## src/rtl/pwm_pkg.sv

```systemverilog
// Shared definitions for the PWM ramp controller: FSM state encoding and
// default widths for the compare and period-divider datapaths.
package pwm_pkg;

   typedef enum logic [1:0] {
      ST_IDLE      = 2'd0,
      ST_RAMP      = 2'd1,
      ST_RUN       = 2'd2,
      ST_RAMP_DOWN = 2'd3
   } pwm_state_t;

   localparam int PWM_WIDTH  = 16;
   localparam int PWM_TICK_W = 8;

endpackage

```

## src/rtl/pwm_ramp_step.sv

```systemverilog
// One channel's saturating compare stepper: moves the compare value toward the
// target by at most one step without overshooting, plus an at-target flag.
module pwm_ramp_step
   import pwm_pkg::*;
#(
   parameter int WIDTH = PWM_WIDTH
) (
   input  logic [WIDTH-1:0] i_cmp,
   input  logic [WIDTH-1:0] i_tgt,
   input  logic [WIDTH-1:0] i_step,
   output logic [WIDTH-1:0] o_nxt,
   output logic             o_at_tgt
);

   // One extra bit catches carry on the way up and borrow on the way down,
   // so the result clamps at the target instead of wrapping.
   function automatic logic [WIDTH-1:0] sat_step(input logic [WIDTH-1:0] cmp,
                                                 input logic [WIDTH-1:0] tgt,
                                                 input logic [WIDTH-1:0] step);
      logic [WIDTH:0] up;
      logic [WIDTH:0] dn;
      up = {1'b0, cmp} + {1'b0, step};
      dn = {1'b0, cmp} - {1'b0, step};
      if (step == '0)
         return tgt;
      else if (cmp < tgt)
         return (up >= {1'b0, tgt}) ? tgt : up[WIDTH-1:0];
      else if (cmp > tgt)
         return (dn[WIDTH] || (dn[WIDTH-1:0] <= tgt)) ? tgt : dn[WIDTH-1:0];
      else
         return cmp;
   endfunction

   assign o_nxt    = sat_step(i_cmp, i_tgt, i_step);
   assign o_at_tgt = (i_cmp == i_tgt);

endmodule

```

## src/rtl/pwm_ramp_ctrl.sv

```systemverilog
// PWM compare ramp controller: steps two compare-end values toward live targets
// (or toward 0 when stopping) once every tick_div PWM periods.
module pwm_ramp_ctrl
   import pwm_pkg::*;
#(
   parameter int WIDTH  = PWM_WIDTH,
   parameter int TICK_W = PWM_TICK_W
) (
   input  logic              clk_psc_i,
   input  logic              rst_i,
   input  logic              start_i,
   input  logic              stop_i,
   input  logic              period_tick_i,
   input  logic [TICK_W-1:0] tick_div_i,
   input  logic [WIDTH-1:0]  step_i,
   input  logic [WIDTH-1:0]  target_ch1_i,
   input  logic [WIDTH-1:0]  target_ch2_i,
   output logic              cnt_en_o,
   output logic [WIDTH-1:0]  cmp_ch1_end_o,
   output logic [WIDTH-1:0]  cmp_ch2_end_o,
   output logic              busy_o,
   output logic              done_o,
   output logic [1:0]        state_o
);

   pwm_state_t        r_state;
   pwm_state_t        w_state_nxt;
   logic [TICK_W-1:0] r_div_cnt;
   logic [TICK_W:0]   w_div_inc;
   logic [TICK_W:0]   w_div_lim;
   logic              w_in_ramp;
   logic              w_state_chg;
   logic              w_step_fire;
   logic [WIDTH-1:0]  r_cmp1;
   logic [WIDTH-1:0]  r_cmp2;
   logic [WIDTH-1:0]  w_tgt1;
   logic [WIDTH-1:0]  w_tgt2;
   logic [WIDTH-1:0]  w_nxt1;
   logic [WIDTH-1:0]  w_nxt2;
   logic              w_at1;
   logic              w_at2;
   logic              w_both_at;
   logic              r_cnt_en;
   logic              r_busy;
   logic              r_done;

   assign w_in_ramp   = (r_state == ST_RAMP) || (r_state == ST_RAMP_DOWN);
   assign w_div_lim   = (tick_div_i == '0) ? {{TICK_W{1'b0}}, 1'b1} : {1'b0, tick_div_i};
   assign w_div_inc   = {1'b0, r_div_cnt} + {{TICK_W{1'b0}}, 1'b1};
   assign w_state_chg = (w_state_nxt != r_state);
   // A tick landing on a state-change edge is dropped rather than stepping in the new state.
   assign w_step_fire = w_in_ramp && period_tick_i && !w_state_chg && (w_div_inc >= w_div_lim);

   assign w_tgt1    = (r_state == ST_RAMP_DOWN) ? '0 : target_ch1_i;
   assign w_tgt2    = (r_state == ST_RAMP_DOWN) ? '0 : target_ch2_i;
   assign w_both_at = w_at1 && w_at2;

   pwm_ramp_step #(.WIDTH(WIDTH)) u_step_ch1 (
      .i_cmp    (r_cmp1),
      .i_tgt    (w_tgt1),
      .i_step   (step_i),
      .o_nxt    (w_nxt1),
      .o_at_tgt (w_at1)
   );

   pwm_ramp_step #(.WIDTH(WIDTH)) u_step_ch2 (
      .i_cmp    (r_cmp2),
      .i_tgt    (w_tgt2),
      .i_step   (step_i),
      .o_nxt    (w_nxt2),
      .o_at_tgt (w_at2)
   );

   always_comb begin
      w_state_nxt = r_state;
      case (r_state)
         ST_IDLE:      if (start_i && !stop_i) w_state_nxt = ST_RAMP;
         ST_RAMP:      if (stop_i)             w_state_nxt = ST_RAMP_DOWN;
                       else if (w_both_at)     w_state_nxt = ST_RUN;
         ST_RUN:       if (stop_i)             w_state_nxt = ST_RAMP_DOWN;
                       else if (!w_both_at)    w_state_nxt = ST_RAMP;
         ST_RAMP_DOWN: if (start_i && !stop_i) w_state_nxt = ST_RAMP;
                       else if (w_both_at)     w_state_nxt = ST_IDLE;
         default:                              w_state_nxt = ST_IDLE;
      endcase
   end

   always_ff @(posedge clk_psc_i) begin
      if (rst_i) begin
         r_state   <= ST_IDLE;
         r_div_cnt <= '0;
         r_cmp1    <= '0;
         r_cmp2    <= '0;
         r_cnt_en  <= 1'b0;
         r_busy    <= 1'b0;
         r_done    <= 1'b0;
      end else begin
         r_state  <= w_state_nxt;
         r_cnt_en <= (w_state_nxt != ST_IDLE);
         r_busy   <= (w_state_nxt == ST_RAMP) || (w_state_nxt == ST_RAMP_DOWN);
         r_done   <= ((r_state == ST_RAMP) && (w_state_nxt == ST_RUN)) ||
                     ((r_state == ST_RAMP_DOWN) && (w_state_nxt == ST_IDLE));
         if (w_state_chg || !w_in_ramp)
            r_div_cnt <= '0;
         else if (period_tick_i)
            r_div_cnt <= w_step_fire ? '0 : w_div_inc[TICK_W-1:0];
         if (w_step_fire) begin
            r_cmp1 <= w_nxt1;
            r_cmp2 <= w_nxt2;
         end
      end
   end

   assign cnt_en_o      = r_cnt_en;
   assign cmp_ch1_end_o = r_cmp1;
   assign cmp_ch2_end_o = r_cmp2;
   assign busy_o        = r_busy;
   assign done_o        = r_done;
   assign state_o       = r_state;

endmodule

```

## config.mk

```make
export PLATFORM = sky130hd
export DESIGN_NAME = pwm_ramp_ctrl
export DESIGN_NICKNAME = d
export VERILOG_FILES = /design/src/rtl/pwm_pkg.sv /design/src/rtl/pwm_ramp_step.sv /design/src/rtl/pwm_ramp_ctrl.sv
export SDC_FILE = /design/constraint.sdc
export NUM_CORES = 1
export LEC_CHECK = 0
export ABC_AREA = 1
export CAP_MARGIN = 30
export CORE_MARGIN = 2
export CORE_UTILIZATION = 50
export DETAILED_ROUTE_END_ITERATION = 16
export PLACE_DENSITY_LB_ADDON = 0.3
export SYNTH_ARGS = -nofsm -noshare
export SYNTH_HDL_FRONTEND = slang
export SYNTH_SLANG_ARGS = --single-unit
export TNS_END_PERCENT = 10
```

## constraint.sdc

```tcl
create_clock -name clk_psc_i -period 6 [get_ports clk_psc_i]
set_clock_uncertainty 0.2 [all_clocks]
set_input_delay 1.2 -clock clk_psc_i [delete_from_list [all_inputs] [get_ports clk_psc_i]]
set_output_delay 1.2 -clock clk_psc_i [all_outputs]
set_load 0.02 [all_outputs]
```

==> metrics.md <==
| Metric | Value |
|---|---|
| Status | finished clean |
| PortBufs | slightly below 100 |
| Initial antenna violation count | 0 |
| Setup WS post-layout | ~480 ps |
| Ports | between 90 and 100 |
| Leakage | ~5.7 nW |
| GRT busiest layer | met2 |
| Starting Density | 0.5054 |
| Cell taking the most area after synthesis | ha_1 |
| Post-cts sizing count | 0 |
| Met2 usage | 0.4747 |
| Die area | about 20000 sq um |
| Inst Count DP | around 1800 |
| Vias in the first global route | 9371 |
| Hold Buf Count CTS | 0 |
| Fmax | 181.3 MHz |
| Worst setup path class | in2reg |
| Fin crit share | 0.9195 |
| Final setup vio count | 0 |
| Met1 usage | 0.4432 |
| Distinct cells, synth | 52 |
| DR pass1 iterations | 6 |
| Hold Path Class | reg2reg |
| Total power | ~1.1 mW |
| Detail Route Antenna Nets | 0 |
| VDD IR max | ~0.11 mV |
| Nets | 1822 |
| Slew at the pin closest to its max-slew limit | slightly above 800 ps |
| WP data arrival | 5570 ps |
| Sequential area share after synthesis | 0.09626 |
| Maximum fanout along the worst path | 11 |
| Number of hold violations in the final report | 0 |
| Final GP Congestion | 0.9911 |
| Area delta synth->final | 14.06% |
| Unrepaired setup endpoints after global routing | no |
| CTS Buf Count | 5 |
| Maximum buffer depth of the clock tree | 2 |
| Cell area after synthesis | 9359 sq um |
| Top cell type's share of synthesized area | 0.2259 |
| Main area contributors after synthesis | ha_1 (23%), nand2_1 (16%), dfxtp_1 (9.6%), a21oi_1 (8.7%), nand3_1 (8.0%) |
| Largest net degree at the start of global routing | 33 |
| Total wire length | 30.60 mm |
| Syn Nets | 1750 |
| Overflow after GRT | 0 |
| Minimum clock period | around 5500 ps |
| Synthesis warning total | 0 |
| Post-Place Setup Slack | about 330 ps |
| Setup TNS | 0 ps |
| Synth Instances | 1516 |
| FP Rows | 50 |
| Vias | 10300 |
| Layout cells sized above 1 | 0.05538 |
| DRC | 0 |
| CTS tree | yes |
| DR vias/cell | 5.652 |
| Post-CTS Setup Bufs | 0 |
| CP Launch Type | primary input |
| Clock Pin Slew Worst Setup and Hold Paths | 80 ps |
| Pwr/cell area | 103.9 nW/um^2 |
| Clock latency at the later pin of the worst-skew pair | 320 ps |
| # diodes | 0 |
| Max-cap viol count | 0 |
| CTS Sinks | 45 |
| Syn_area_per_cell | roughly 6 sq um |
| Final non-filler cell total | 1823 |
| Die X | 140.8 microns |
| First-pass GRT wire length | 48.71 mm |
| Global Route met3 Usage | 0.04076 |
| Root Driver | clkbuf_16 |
| 1st-iter DRT viols | just over 800 |
| Seq cells post-synth | 45 |
| H-tree levels | 2 |
| GRT Util Overall | 0.3042 |
| Dpl hpwl | 24.74 mm |
| Worst slew margin | 0.4459 |
| Routed wire per std cell | 16.79 microns |
| Die height | approximately 140 microns |
| Critical path required time | 6050 ps |
| Pins Over Slew Limit | 0 |
| CORE AREA | 18520 sq um |
| Crit. End Element | register |
## layout by cell type (no fill, tap or decap), drive strengths merged, types with 2 or more instances in the layout
master         Yosys  routed
nand2            400     400
inv              186     187
a21oi            178     178
ha               169     169
nand3            156     156
nor2             114     114
clkdlybuf4s50      0      97
o21ai             56      56
xor2              47      47
dfxtp             45      45
buf               35      22
o21bai            16      16
nand4             15      15
nor3              14      14
nand3b            12      12
nor4               8       8
a211oi             5       5
clkbuf            19       5
o211ai             5       5
clkinv             4       5
a31oi              4       4
a21o               4       4
fa                 4       4
xnor2              3       3
a21boi             3       3
and3               3       3
or2                3       3
o21a               2       2
## state kept, by name (all words and copies together), names as in the netlist
name	count
busy_o	1
cmp_ch1_end_o	16
cmp_ch2_end_o	16
cnt_en_o	1
done_o	1
r_div_cnt	8
state_o	2
## logic make-up after synthesis
logic type               count (synthesis)  synth area share
AND/OR/NAND/NOR                        725            0.3430
flip-flops                              45           0.09626
adder cells (fa/ha/maj)                173            0.2345
AO/OA/AOI/OAI                          279            0.1725
buffers and inverters                  244            0.1069
XOR/XNOR                                50           0.04679
## layout make-up
| type | instances | area (sq um) |
|---|---|---|
| repair buffers | 119 | 1136 |
| clock buffers | 5 | 125.1 |
| multi-input cells | 1227 | 7457 |
| clock inverters | 3 | 50.05 |
| flip-flops and latches | 45 | 900.9 |
| well taps | 234 | 292.8 |
| fillers | 1852 | 7843 |
| inverters | 190 | 713.2 |
## layer usage
layer | vias to the layer above | wire (microns)
met3 | 48 | 2263
met5 | - | 0
met4 | 0 | 591
li1 | 5169 | -
met1 | 4690 | 14730
met2 | 396 | 13020
## power breakdown
part | internal, mW | switching (mW) | total [mW]
registers | 0.301 | 0.00224 | 0.303
clock network | 0.201 | 0.160 | 0.361
logic | 0.168 | 0.276 | 0.444
total | 0.670 | 0.439 | 1.11
## synthesized netlist by cell type (all sizes together)
library cell,instances
a211oi,5
a21boi,3
a21o,4
a21oi,178
a221oi,1
a31oi,4
a41o,1
and3,3
buf,35
clkbuf,19
clkinv,4
dfxtp,45
fa,4
ha,169
inv,186
nand2,400
nand3,156
nand3b,12
nand4,15
nor2,114
nor3,14
nor4,8
o2111ai,1
o211a,1
o211ai,5
o21a,2
o21ai,56
o21bai,16
o221ai,1
o31ai,1
or2,3
xnor2,3
xor2,47
## path summary, 6_finish.rpt
kind	endpoint	slack, ps	depth (start not counted)	start
setup reg to reg	cmp_ch1_end_o[8]$_SDFFE_PP0P_	1500	26	cmp_ch1_end_o[0]$_SDFFE_PP0P_
setup / recovery	cmp_ch1_end_o[8]$_SDFFE_PP0P_	480	27	step_i[0]
hold reg to reg	r_div_cnt[1]$_SDFFE_PP0P_	300	2	r_div_cnt[1]$_SDFFE_PP0P_
hold / removal	r_div_cnt[1]$_SDFFE_PP0P_	300	2	r_div_cnt[1]$_SDFFE_PP0P_
## per-stage QoR
step / utilization / hold WS (ps) / instance area [sq um]
CTS: 0.5765 / 296.7 / 10680
finish: 0.5765 / 297.5 / 10680
global placement: 0.5670 / 280.3 / 10500
detailed placement: 0.5670 / 285.5 / 10500
global route: 0.5765 / 324.9 / 10680
floorplan: - / 262.7 / 9359
## critical path, stage by stage
cell,delay (ps)
clkdlybuf4s50_1,460
buf_4,180
ha_1,190
inv_1,80
fa_1,230
nand3_1,100
nand2_1,100
nand2_1,70
a31oi_1,290
nand3_1,200
nand2_1,100
nand2_1,50
nand2_1,100
inv_1,50
ha_1,260
nand2_1,60
inv_1,60
nand3_1,100
nor3_1,280
nand2_1,110
a21oi_1,410
nand2_2,250
inv_2,250
nand2_1,70
nand3_1,70
nand3_1,90
a21oi_1,150
Power figures use the tool's default switching activity.
